==> src/rtl/video_ts_render_if.sv <==
// video_ts_render_if: bundles the TS renderer's task, DRAM and line-buffer signals.
// Ports: start/tsr_* (task in, tsr_rdy out), dram_* (word fetch), ts_* (line-buffer write).
// slave = renderer side, master = upstream/memory/line-buffer side.
interface video_ts_render_if;
  logic        start;
  logic        tsr_go;
  logic [5:0]  tsr_addr;
  logic [8:0]  tsr_line;
  logic [7:0]  tsr_page;
  logic [8:0]  tsr_x;
  logic [2:0]  tsr_xs;
  logic        tsr_xf;
  logic [3:0]  tsr_pal;
  logic        tsr_rdy;
  logic [20:0] dram_addr;
  logic        dram_req;
  logic        dram_next;
  logic [15:0] dram_rdata;
  logic [8:0]  ts_waddr;
  logic [7:0]  ts_wdata;
  logic        ts_we;

  modport slave (
    input  start, tsr_go, tsr_addr, tsr_line, tsr_page, tsr_x, tsr_xs, tsr_xf, tsr_pal,
    input  dram_next, dram_rdata,
    output tsr_rdy, dram_addr, dram_req, ts_waddr, ts_wdata, ts_we
  );

  modport master (
    output start, tsr_go, tsr_addr, tsr_line, tsr_page, tsr_x, tsr_xs, tsr_xf, tsr_pal,
    output dram_next, dram_rdata,
    input  tsr_rdy, dram_addr, dram_req, ts_waddr, ts_wdata, ts_we
  );
endinterface

==> src/rtl/video_ts_render.sv <==
// video_ts_render: fetches 4bpp tile/sprite words from DRAM and writes opaque pixels to the TS line buffer.
// Ports: clk, rst_n (async active-low), bus (video_ts_render_if.slave: task, DRAM, line-buffer write).
// Optional macro TSR_CLIP_EN: suppress line-buffer writes at X >= LINE_VIS.
module video_ts_render #(
  parameter int BUF_WORDS = 2,
  parameter int LINE_VIS  = 360
) (
  input  logic             clk,
  input  logic             rst_n,
  video_ts_render_if.slave bus
);
  localparam int AW = (BUF_WORDS > 2) ? $clog2(BUF_WORDS) : 1;
  localparam logic [AW:0] BUF_FULL = (AW+1)'(BUF_WORDS);
  localparam logic [9:0]  VIS_LIM  = 10'(LINE_VIS);
`ifdef TSR_CLIP_EN
  localparam bit CLIP_EN = 1'b1;
`else
  localparam bit CLIP_EN = 1'b0;
`endif

  localparam logic [1:0] ST_IDLE  = 2'd0;
  localparam logic [1:0] ST_FETCH = 2'd1;
  localparam logic [1:0] ST_DRAIN = 2'd2;

  logic [1:0]    state_q, state_d;
  logic [8:0]    line_q, line_d;
  logic [7:0]    page_q, page_d;
  logic [2:0]    xs_q, xs_d;
  logic          xf_q, xf_d;
  logic [3:0]    pal_q, pal_d;
  logic [6:0]    wptr_q, wptr_d;
  logic [4:0]    fcnt_q, fcnt_d;
  logic          req_q, req_d;
  logic [15:0]   mem_q [BUF_WORDS];
  logic [15:0]   mem_d [BUF_WORDS];
  logic [AW-1:0] wr_ptr_q, wr_ptr_d, rd_ptr_q, rd_ptr_d;
  logic [AW:0]   cnt_q, cnt_d;
  logic [15:0]   sh_q, sh_d;
  logic [2:0]    slots_q, slots_d;
  logic [8:0]    x_q, x_d;
  logic          we_q, we_d;
  logic [8:0]    waddr_q, waddr_d;
  logic [7:0]    wdata_q, wdata_d;

  logic [4:0] n_words;
  logic [7:0] page_sum;
  logic       push, pop;
  logic [3:0] pix;

  assign n_words  = ({2'b0, xs_q} + 5'd1) << 1;
  assign page_sum = page_q + {5'b0, line_q[8:6]};
  // req_q can only be high when the buffer had room, so a strobe is never lost.
  assign push     = (state_q == ST_FETCH) && req_q && bus.dram_next;
  // Unpacker takes a new word only once all 4 slots of the previous one are spent.
  assign pop      = (slots_q == 3'd0) && (cnt_q != '0);
  assign pix      = sh_q[15:12];

  assign bus.tsr_rdy   = (state_q == ST_IDLE);
  assign bus.dram_req  = req_q;
  assign bus.dram_addr = {page_sum, line_q[5:0], wptr_q};
  assign bus.ts_we     = we_q;
  assign bus.ts_waddr  = waddr_q;
  assign bus.ts_wdata  = wdata_q;

  always_comb begin
    state_d  = state_q;
    line_d   = line_q;
    page_d   = page_q;
    xs_d     = xs_q;
    xf_d     = xf_q;
    pal_d    = pal_q;
    wptr_d   = wptr_q;
    fcnt_d   = fcnt_q;
    mem_d    = mem_q;
    wr_ptr_d = wr_ptr_q;
    rd_ptr_d = rd_ptr_q;
    sh_d     = sh_q;
    slots_d  = slots_q;
    x_d      = x_q;
    we_d     = 1'b0;
    waddr_d  = waddr_q;
    wdata_d  = wdata_q;

    case (state_q)
      ST_IDLE: begin
        if (bus.tsr_go) begin
          line_d  = bus.tsr_line;
          page_d  = bus.tsr_page;
          xs_d    = bus.tsr_xs;
          xf_d    = bus.tsr_xf;
          pal_d   = bus.tsr_pal;
          wptr_d  = {bus.tsr_addr, 1'b0};
          fcnt_d  = 5'd0;
          // Flipped slices start at the right edge: x + W - 1.
          x_d     = bus.tsr_xf ? (bus.tsr_x + {3'b0, bus.tsr_xs, 3'b111}) : bus.tsr_x;
          state_d = ST_FETCH;
        end
      end
      ST_FETCH: begin
        if (push) begin
          wptr_d = wptr_q + 7'd1;
          fcnt_d = fcnt_q + 5'd1;
          if (fcnt_d == n_words) state_d = ST_DRAIN;
        end
      end
      ST_DRAIN: begin
        if ((cnt_q == '0) && (slots_q == 3'd0)) state_d = ST_IDLE;
      end
      default: state_d = ST_IDLE;
    endcase

    if (push) begin
      mem_d[wr_ptr_q] = bus.dram_rdata;
      wr_ptr_d        = wr_ptr_q + AW'(1);
    end

    if (pop) begin
      sh_d     = mem_q[rd_ptr_q];
      slots_d  = 3'd4;
      rd_ptr_d = rd_ptr_q + AW'(1);
    end else if (slots_q != 3'd0) begin
      // Transparent pixels still consume their X position.
      we_d    = (pix != 4'd0) && (!CLIP_EN || ({1'b0, x_q} < VIS_LIM));
      waddr_d = x_q;
      wdata_d = {pal_q, pix};
      sh_d    = {sh_q[11:0], 4'd0};
      slots_d = slots_q - 3'd1;
      x_d     = xf_q ? (x_q - 9'd1) : (x_q + 9'd1);
    end

    cnt_d = cnt_q + (AW+1)'(push) - (AW+1)'(pop);
    req_d = (state_d == ST_FETCH) && (cnt_d != BUF_FULL);

    // Line start aborts everything; a go in the same cycle is discarded.
    if (bus.start) begin
      state_d  = ST_IDLE;
      wr_ptr_d = '0;
      rd_ptr_d = '0;
      cnt_d    = '0;
      slots_d  = 3'd0;
      fcnt_d   = 5'd0;
      req_d    = 1'b0;
      we_d     = 1'b0;
    end
  end

  always_ff @(posedge clk or negedge rst_n) begin
    if (!rst_n) begin
      state_q  <= ST_IDLE;
      line_q   <= '0;
      page_q   <= '0;
      xs_q     <= '0;
      xf_q     <= 1'b0;
      pal_q    <= '0;
      wptr_q   <= '0;
      fcnt_q   <= '0;
      req_q    <= 1'b0;
      mem_q    <= '{default: '0};
      wr_ptr_q <= '0;
      rd_ptr_q <= '0;
      cnt_q    <= '0;
      sh_q     <= '0;
      slots_q  <= '0;
      x_q      <= '0;
      we_q     <= 1'b0;
      waddr_q  <= '0;
      wdata_q  <= '0;
    end else begin
      state_q  <= state_d;
      line_q   <= line_d;
      page_q   <= page_d;
      xs_q     <= xs_d;
      xf_q     <= xf_d;
      pal_q    <= pal_d;
      wptr_q   <= wptr_d;
      fcnt_q   <= fcnt_d;
      req_q    <= req_d;
      mem_q    <= mem_d;
      wr_ptr_q <= wr_ptr_d;
      rd_ptr_q <= rd_ptr_d;
      cnt_q    <= cnt_d;
      sh_q     <= sh_d;
      slots_q  <= slots_d;
      x_q      <= x_d;
      we_q     <= we_d;
      waddr_q  <= waddr_d;
      wdata_q  <= wdata_d;
    end
  end
endmodule
==> src/flat_wrapper.sv <==
// flat-port wrapper written by rule: the top's interface ports become plain ports
module video_ts_render_flat 
#(
  parameter int BUF_WORDS = 2,
  parameter int LINE_VIS  = 360
)
  (clk, rst_n, bus_start, bus_tsr_go, bus_tsr_addr, bus_tsr_line, bus_tsr_page, bus_tsr_x, bus_tsr_xs, bus_tsr_xf, bus_tsr_pal, bus_dram_next, bus_dram_rdata, bus_tsr_rdy, bus_dram_addr, bus_dram_req, bus_ts_waddr, bus_ts_wdata, bus_ts_we);
  video_ts_render_if bus_i ();
  input  logic clk;
  input  logic rst_n;
  input wire logic [$bits(bus_i.start)-1:0] bus_start;
  input wire logic [$bits(bus_i.tsr_go)-1:0] bus_tsr_go;
  input wire logic [$bits(bus_i.tsr_addr)-1:0] bus_tsr_addr;
  input wire logic [$bits(bus_i.tsr_line)-1:0] bus_tsr_line;
  input wire logic [$bits(bus_i.tsr_page)-1:0] bus_tsr_page;
  input wire logic [$bits(bus_i.tsr_x)-1:0] bus_tsr_x;
  input wire logic [$bits(bus_i.tsr_xs)-1:0] bus_tsr_xs;
  input wire logic [$bits(bus_i.tsr_xf)-1:0] bus_tsr_xf;
  input wire logic [$bits(bus_i.tsr_pal)-1:0] bus_tsr_pal;
  input wire logic [$bits(bus_i.dram_next)-1:0] bus_dram_next;
  input wire logic [$bits(bus_i.dram_rdata)-1:0] bus_dram_rdata;
  output wire logic [$bits(bus_i.tsr_rdy)-1:0] bus_tsr_rdy;
  output wire logic [$bits(bus_i.dram_addr)-1:0] bus_dram_addr;
  output wire logic [$bits(bus_i.dram_req)-1:0] bus_dram_req;
  output wire logic [$bits(bus_i.ts_waddr)-1:0] bus_ts_waddr;
  output wire logic [$bits(bus_i.ts_wdata)-1:0] bus_ts_wdata;
  output wire logic [$bits(bus_i.ts_we)-1:0] bus_ts_we;
  assign bus_i.start = bus_start;
  assign bus_i.tsr_go = bus_tsr_go;
  assign bus_i.tsr_addr = bus_tsr_addr;
  assign bus_i.tsr_line = bus_tsr_line;
  assign bus_i.tsr_page = bus_tsr_page;
  assign bus_i.tsr_x = bus_tsr_x;
  assign bus_i.tsr_xs = bus_tsr_xs;
  assign bus_i.tsr_xf = bus_tsr_xf;
  assign bus_i.tsr_pal = bus_tsr_pal;
  assign bus_i.dram_next = bus_dram_next;
  assign bus_i.dram_rdata = bus_dram_rdata;
  assign bus_tsr_rdy = bus_i.tsr_rdy;
  assign bus_dram_addr = bus_i.dram_addr;
  assign bus_dram_req = bus_i.dram_req;
  assign bus_ts_waddr = bus_i.ts_waddr;
  assign bus_ts_wdata = bus_i.ts_wdata;
  assign bus_ts_we = bus_i.ts_we;
  video_ts_render #(.BUF_WORDS(BUF_WORDS), .LINE_VIS(LINE_VIS)) u_core (.clk(clk), .rst_n(rst_n), .bus(bus_i));
endmodule
==> config.mk <==
export PLATFORM = sky130hd
export DESIGN_NAME = video_ts_render_flat
export DESIGN_NICKNAME = d
export VERILOG_FILES = /design/src/rtl/video_ts_render_if.sv /design/src/rtl/video_ts_render.sv /design/src/flat_wrapper.sv
export SDC_FILE = /design/constraint.sdc
export NUM_CORES = 1
export LEC_CHECK = 0
export CAP_MARGIN = 10
export CELL_PAD_IN_SITES_DETAIL_PLACEMENT = 0
export CELL_PAD_IN_SITES_GLOBAL_PLACEMENT = 1
export CORE_AREA = 3 3 121 123
export CTS_BUF_LIST = sky130_fd_sc_hd__clkbuf_8
export CTS_CLUSTER_DIAMETER = 50
export CTS_CLUSTER_SIZE = 14
export DETAILED_ROUTE_END_ITERATION = 7
export DIE_AREA = 0 0 124 126
export PLACE_DENSITY_LB_ADDON = 0.1
export SYNTH_ARGS = -nofsm -noshare
export SYNTH_HDL_FRONTEND = slang
export SYNTH_SLANG_ARGS = --single-unit
export TNS_END_PERCENT = 100
==> constraint.sdc <==
create_clock -name clk -period 4.76 [get_ports clk]
set_input_delay 1.19 -clock clk [delete_from_list [all_inputs] [get_ports clk]]
set_output_delay 1.19 -clock clk [all_outputs]
set_load 0.02 [all_outputs]
After elaboration in Yosys (flattened, before gate mapping)
Index checks and enable logic that the tools add are counted.
{ "totals": {"output_inout_bits": 41, "in_bits": 61, "register_bits": 122, "elab_cells": 108} }
{ "classes": {"add_sub_neg": 12, "magnitude_cmp": 3, "mux": 39, "n_eq_ne": 9, "n_reduce_logical": 22, "bitwise": 3} }
{ "ops": {"columns": ["operator", "n"], "rows": [
  ["2-to-1 mux 16 bit", 6],
  ["2-to-1 mux 9 bit", 6],
  ["bitwise mux 32 bit", 1],
  ["demux 16 bit (select 1 bit)", 1],
  ["2-to-1 mux 5 bit", 3],
  ["2-to-1 mux 7 bit", 2],
  ["one-hot mux 7 bit (2 select lines)", 1],
  ["2-to-1 mux 2 bit", 6],
  ["one-hot mux 5 bit (2 select lines)", 1],
  ["nonzero test 2 bit", 5],
  ["adder 9 x 1 -> 9 bit (second input constant)", 1],
  ["adder 9 x 6 -> 9 bit", 1],
  ["2-to-1 mux 3 bit", 3],
  ["nonzero test 3 bit", 3],
  ["subtractor 9 x 1 -> 9 bit (second input constant)", 1],
  ["adder 8 x 3 -> 8 bit", 1],
  ["2-to-1 mux 1 bit", 8],
  ["adder 7 x 1 -> 7 bit (second input constant)", 1],
  ["logical AND 1 bit", 6],
  ["one-hot mux 2 bit (3 select lines)", 1],
  ["AND reduction 3 bit", 2],
  ["adder 5 x 1 -> 5 bit (second input constant)", 1],
  ["equality test 5 bit", 1],
  ["adder 3 x 1 -> 4 bit (second input constant)", 1],
  ["18 further kinds", 25]
]} }

Depth between registers and ports, before layout
{ "depth": {"word_depth": 8, "depth_mapped": 12, "ltp_nobuf": 11} }

Worst setup path after synthesis
No wires, ideal clock.
{ "synth_path": {"path_type": "reg2out", "startpoint": "register u_core.page_q[0]", "endpoint": "output bus_dram_addr[19]", "t_required_ns": 3.570, "setup_slack_ns": 1.993, "path_stages_with_launch": 7, "arrival_ns": 1.577, "path_buffers": 0, "path_cell_list": "dfrtp_1 ha_1 inv_1 fa_1 nor2b_1 o2111ai_1 xnor2_1"} }
{ "synth_via": {"elab_chain_cells": 1} }
{ "synth_rtl": {"columns": ["item", "line", "text"], "rows": [
  ["start: declaration", "video_ts_render.sv:27", "logic [7:0] page_q, page_d;"],
  ["start signal: assignment", "video_ts_render.sv:171", "page_q <= page_d;"],
  ["adder 8 x 3 -> 8 bit", "video_ts_render.sv:51", "assign page_sum = page_q + {5'b0, line_q[8:6]};"],
  ["end: declaration", "flat_wrapper.sv:23", "output wire logic [$bits(bus_i.dram_addr)-1:0] bus_dram_addr;"]
]} }
Every way passes these cells.

Worst setup path after layout
Ends and elaborated chain as after synthesis.

==> results.cfg <==
[outcome]
status = finished, final reports clean

[yosys]
yosysTopAreaCellShare_pct = 49.9
synthesis.instances = 639
synth_edf_count = 0
yosysWarnings = 0
synth_cell_type_count = 52
synth_area_um2 = 6120
synth_top_area_cell = dfrtp_1
synth_seq_cells = 122
yosys_most_used_dff = dfrtp_1
syn-mean-instance-area_um2 = 9.58
synth_area_leaders = dfrtp_1 50%, nand2_1 8.6%, mux2_2 5.9%, ha_1 4.3%, a21oi_1 3.6%
synth_nets = 723
ys_seq_area_share_pct = 49.9
synth-async-reset-ratio_pct = 100

[power_and_ir_drop]
p_per_area_nw_per_um2 = 541
p_sw_w = 0.00157
power.internal_w = 0.00258
pwr-share-clk_pct = 22.9
combPwrFrac_pct = 39.5
power_frac_seq_pct = 37.7
total_power_w = 0.00415
p_sw_share_pct = 37.9
leakagePower_nw = 3.49
vdd_ir_drop_max_v = 0.000273

[cts]
clockBufferDepth = 2
clock_sinks = 122
htreeDepth = 4
cts_resized = 0
cts_tree = done
post_cts_buffers = 0
cts-root-buf = clkbuf_8
hold_buffers = 0
cts_buffers = 17
clkLatencyLatePin_ns = 0.44
clk_pin_slew_ns = 0.08

[sta]
worstMarginPinSlew_ns = 1.03
setup_viol = 0
slew_headroom_pct = 31.6
finalMaxSlewViolations = 0
finalSetupTns_ns = 0
finalClockSkew_ns = 0.0143
hold_viol = 0
period_share_pct = 78.0
fmax_mhz = 269
timing.hold.ws_ns = 0.467
min_period_ns = 3.71
rsz0062_at_grt = false
worst_slack_ns = 1.05

[placed_design]
placed_area_um2 = 7250
gp_congestion = 0.850
hpwl_um = 9530
place_ws_ns = 1.52
io_buffers = 101

[floorplanning]
ios = 102
rows = 43
die_height_um = 126
fp.dieW_um = 124
die-area_um2 = 15600
core-area_um2 = 13800
initial_utilization_pct = 44.4

[grt]
grt_max_degree = 67
antenna_found_initial = 0
track_usage_pct = 18.8
gr-total-overflow = 0
grt_pass1_wl_um = 23300
first_global_vias = 4797

[finish]
diodes = 0
area_growth_syn_to_layout_pct = 25.2
finalInstanceArea_um2 = 7670
nNetsFinal = 816
final_common_cell = nand2_1
drive_gt1_share_pct = 10.7
mostFrequentLayoutCells = 141 x nand2_1, 122 x dfrtp_1, 100 x clkdlybuf4s50_1

[detailed_routing]
ant_nets = 0
num_vias = 4759
route.detailed.drc = 0
viasPerCell = 5.14
wirelength_um = 13900
drt_iter0_drc = 278
wl_per_cell_um = 15.0
firstDrtPassIters = 4

[setup_path]
worstPathArrival_ns = 2.52
worst-setup-path-type = flip-flop to primary output
worstSetupEndpointType = primary output
critPathRequiredTime_ns = 3.57
cp-start-kind = flip-flop
crit_fanout = 2

[min_path]
hp-class = flip-flop to flip-flop

[run]
drv_cap = 0
[per-stage QoR]
stage	std cells	util [%]
6_report	925	55.7
5_1_grt	925	55.7
4_1_cts	925	55.7
3_5_place_dp	893	52.7
3_3_place_gp	893	52.7
2_1_floorplan	639	-
[flip-flops by register name (all words and copies together) (netlist names), 3 cells and up]
signal               count
u_core.mem_q            32
u_core.sh_q             16
u_core.bus.ts_waddr      9
u_core.line_q            9
u_core.x_q               9
u_core.bus.ts_wdata      8
u_core.page_q            8
u_core.wptr_q            7
u_core.fcnt_q            5
u_core.pal_q             4
u_core.slots_q           3
u_core.xs_q              3
[layout make-up]
cell class | instances | area (um2)
clock buffer | 20 | 275
timing repair buffer | 107 | 1050
inverter | 18 | 70.1
tap | 180 | 225
clock inverter | 12 | 136
sequential | 122 | 3050
multi-input combinational | 466 | 2850
fill | 1280 | 6110
[Yosys cell counts, types with 3 or more instances]
cell type  count
o21ai_0       37
nor2_1        53
a211oi_1       8
a21o_1         6
buf_4          8
a21oi_1       44
dfrtp_1      122
buf_1          5
a31oi_1        3
nor4_1         4
clkbuf_1      17
inv_1         17
mux2_2        32
nor2b_1        4
ha_1          21
mux2i_1       17
buf_2          3
xor2_1         7
nor3_1         5
nand2b_1       5
or3_1          4
o31ai_1        3
nand2_1      141
o22ai_1        5
xnor2_1       19
nand3_1       14
o211ai_1       3
[power groups by stage]
stage,logic (W),clock network (W),registers [W]
floorplan,0.00106,0,0.00160
global placement,0.00162,0,0.00157
detailed placement,0.00165,0,0.00158
CTS,0.00166,0.000981,0.00156
global route,0.00184,0.00103,0.00160
finish,0.00164,0.000949,0.00156
[cells by family after synthesis]
logic type                 share of synthesized area, %
xor gates and xnor gates                           3.72
AOI/OAI and AO/OA                                  12.2
muxes                                              8.67
buffers and inverters                              3.72
DFF                                                49.9
and+or+nand+nor                                    16.8
adders and majority gates                          4.95
[final timing paths]
path | start | endpoint | slack [ns] | depth (start not counted)
setup / recovery | u_core.page_q[0] | bus_dram_addr[19] | 1.05 | 7
hold / removal | u_core.bus.ts_wdata[1] | u_core.bus.ts_wdata[1] | 0.47 | 2
setup reg to reg | u_core.slots_q[0] | u_core.bus.dram_req | 1.96 | 11
hold reg to reg | u_core.bus.ts_wdata[1] | u_core.bus.ts_wdata[1] | 0.47 | 2
max in group asynchronous | rst_n | u_core.bus.ts_waddr[6] | 2.95 | 2
min in group asynchronous | rst_n | u_core.x_q[1] | 0.86 | 1
[critical path, cell delays in order (launching register included)]
cell	delay, ns
dfrtp_1	0.35
ha_1	0.18
inv_1	0.06
fa_1	0.40
nor2b_1	0.18
o2111ai_1	0.14
xnor2_1	0.16
clkdlybuf4s50_1	0.62
[layer usage]
| metal | track usage (%) | share of wire [%] | routed length, um | up-vias |
|---|---|---|---|---|
| met5 | 0 | 0 | 0 | - |
| met4 | 5.54 | 1.1 | 149 | 0 |
| met3 | 5.75 | 5.9 | 827 | 12 |
| met2 | 29.5 | 47 | 6560 | 105 |
| met1 | 25.1 | 46 | 6390 | 2283 |
| li1 | - | - | - | 2359 |
Power figures use the tool's default switching activity.
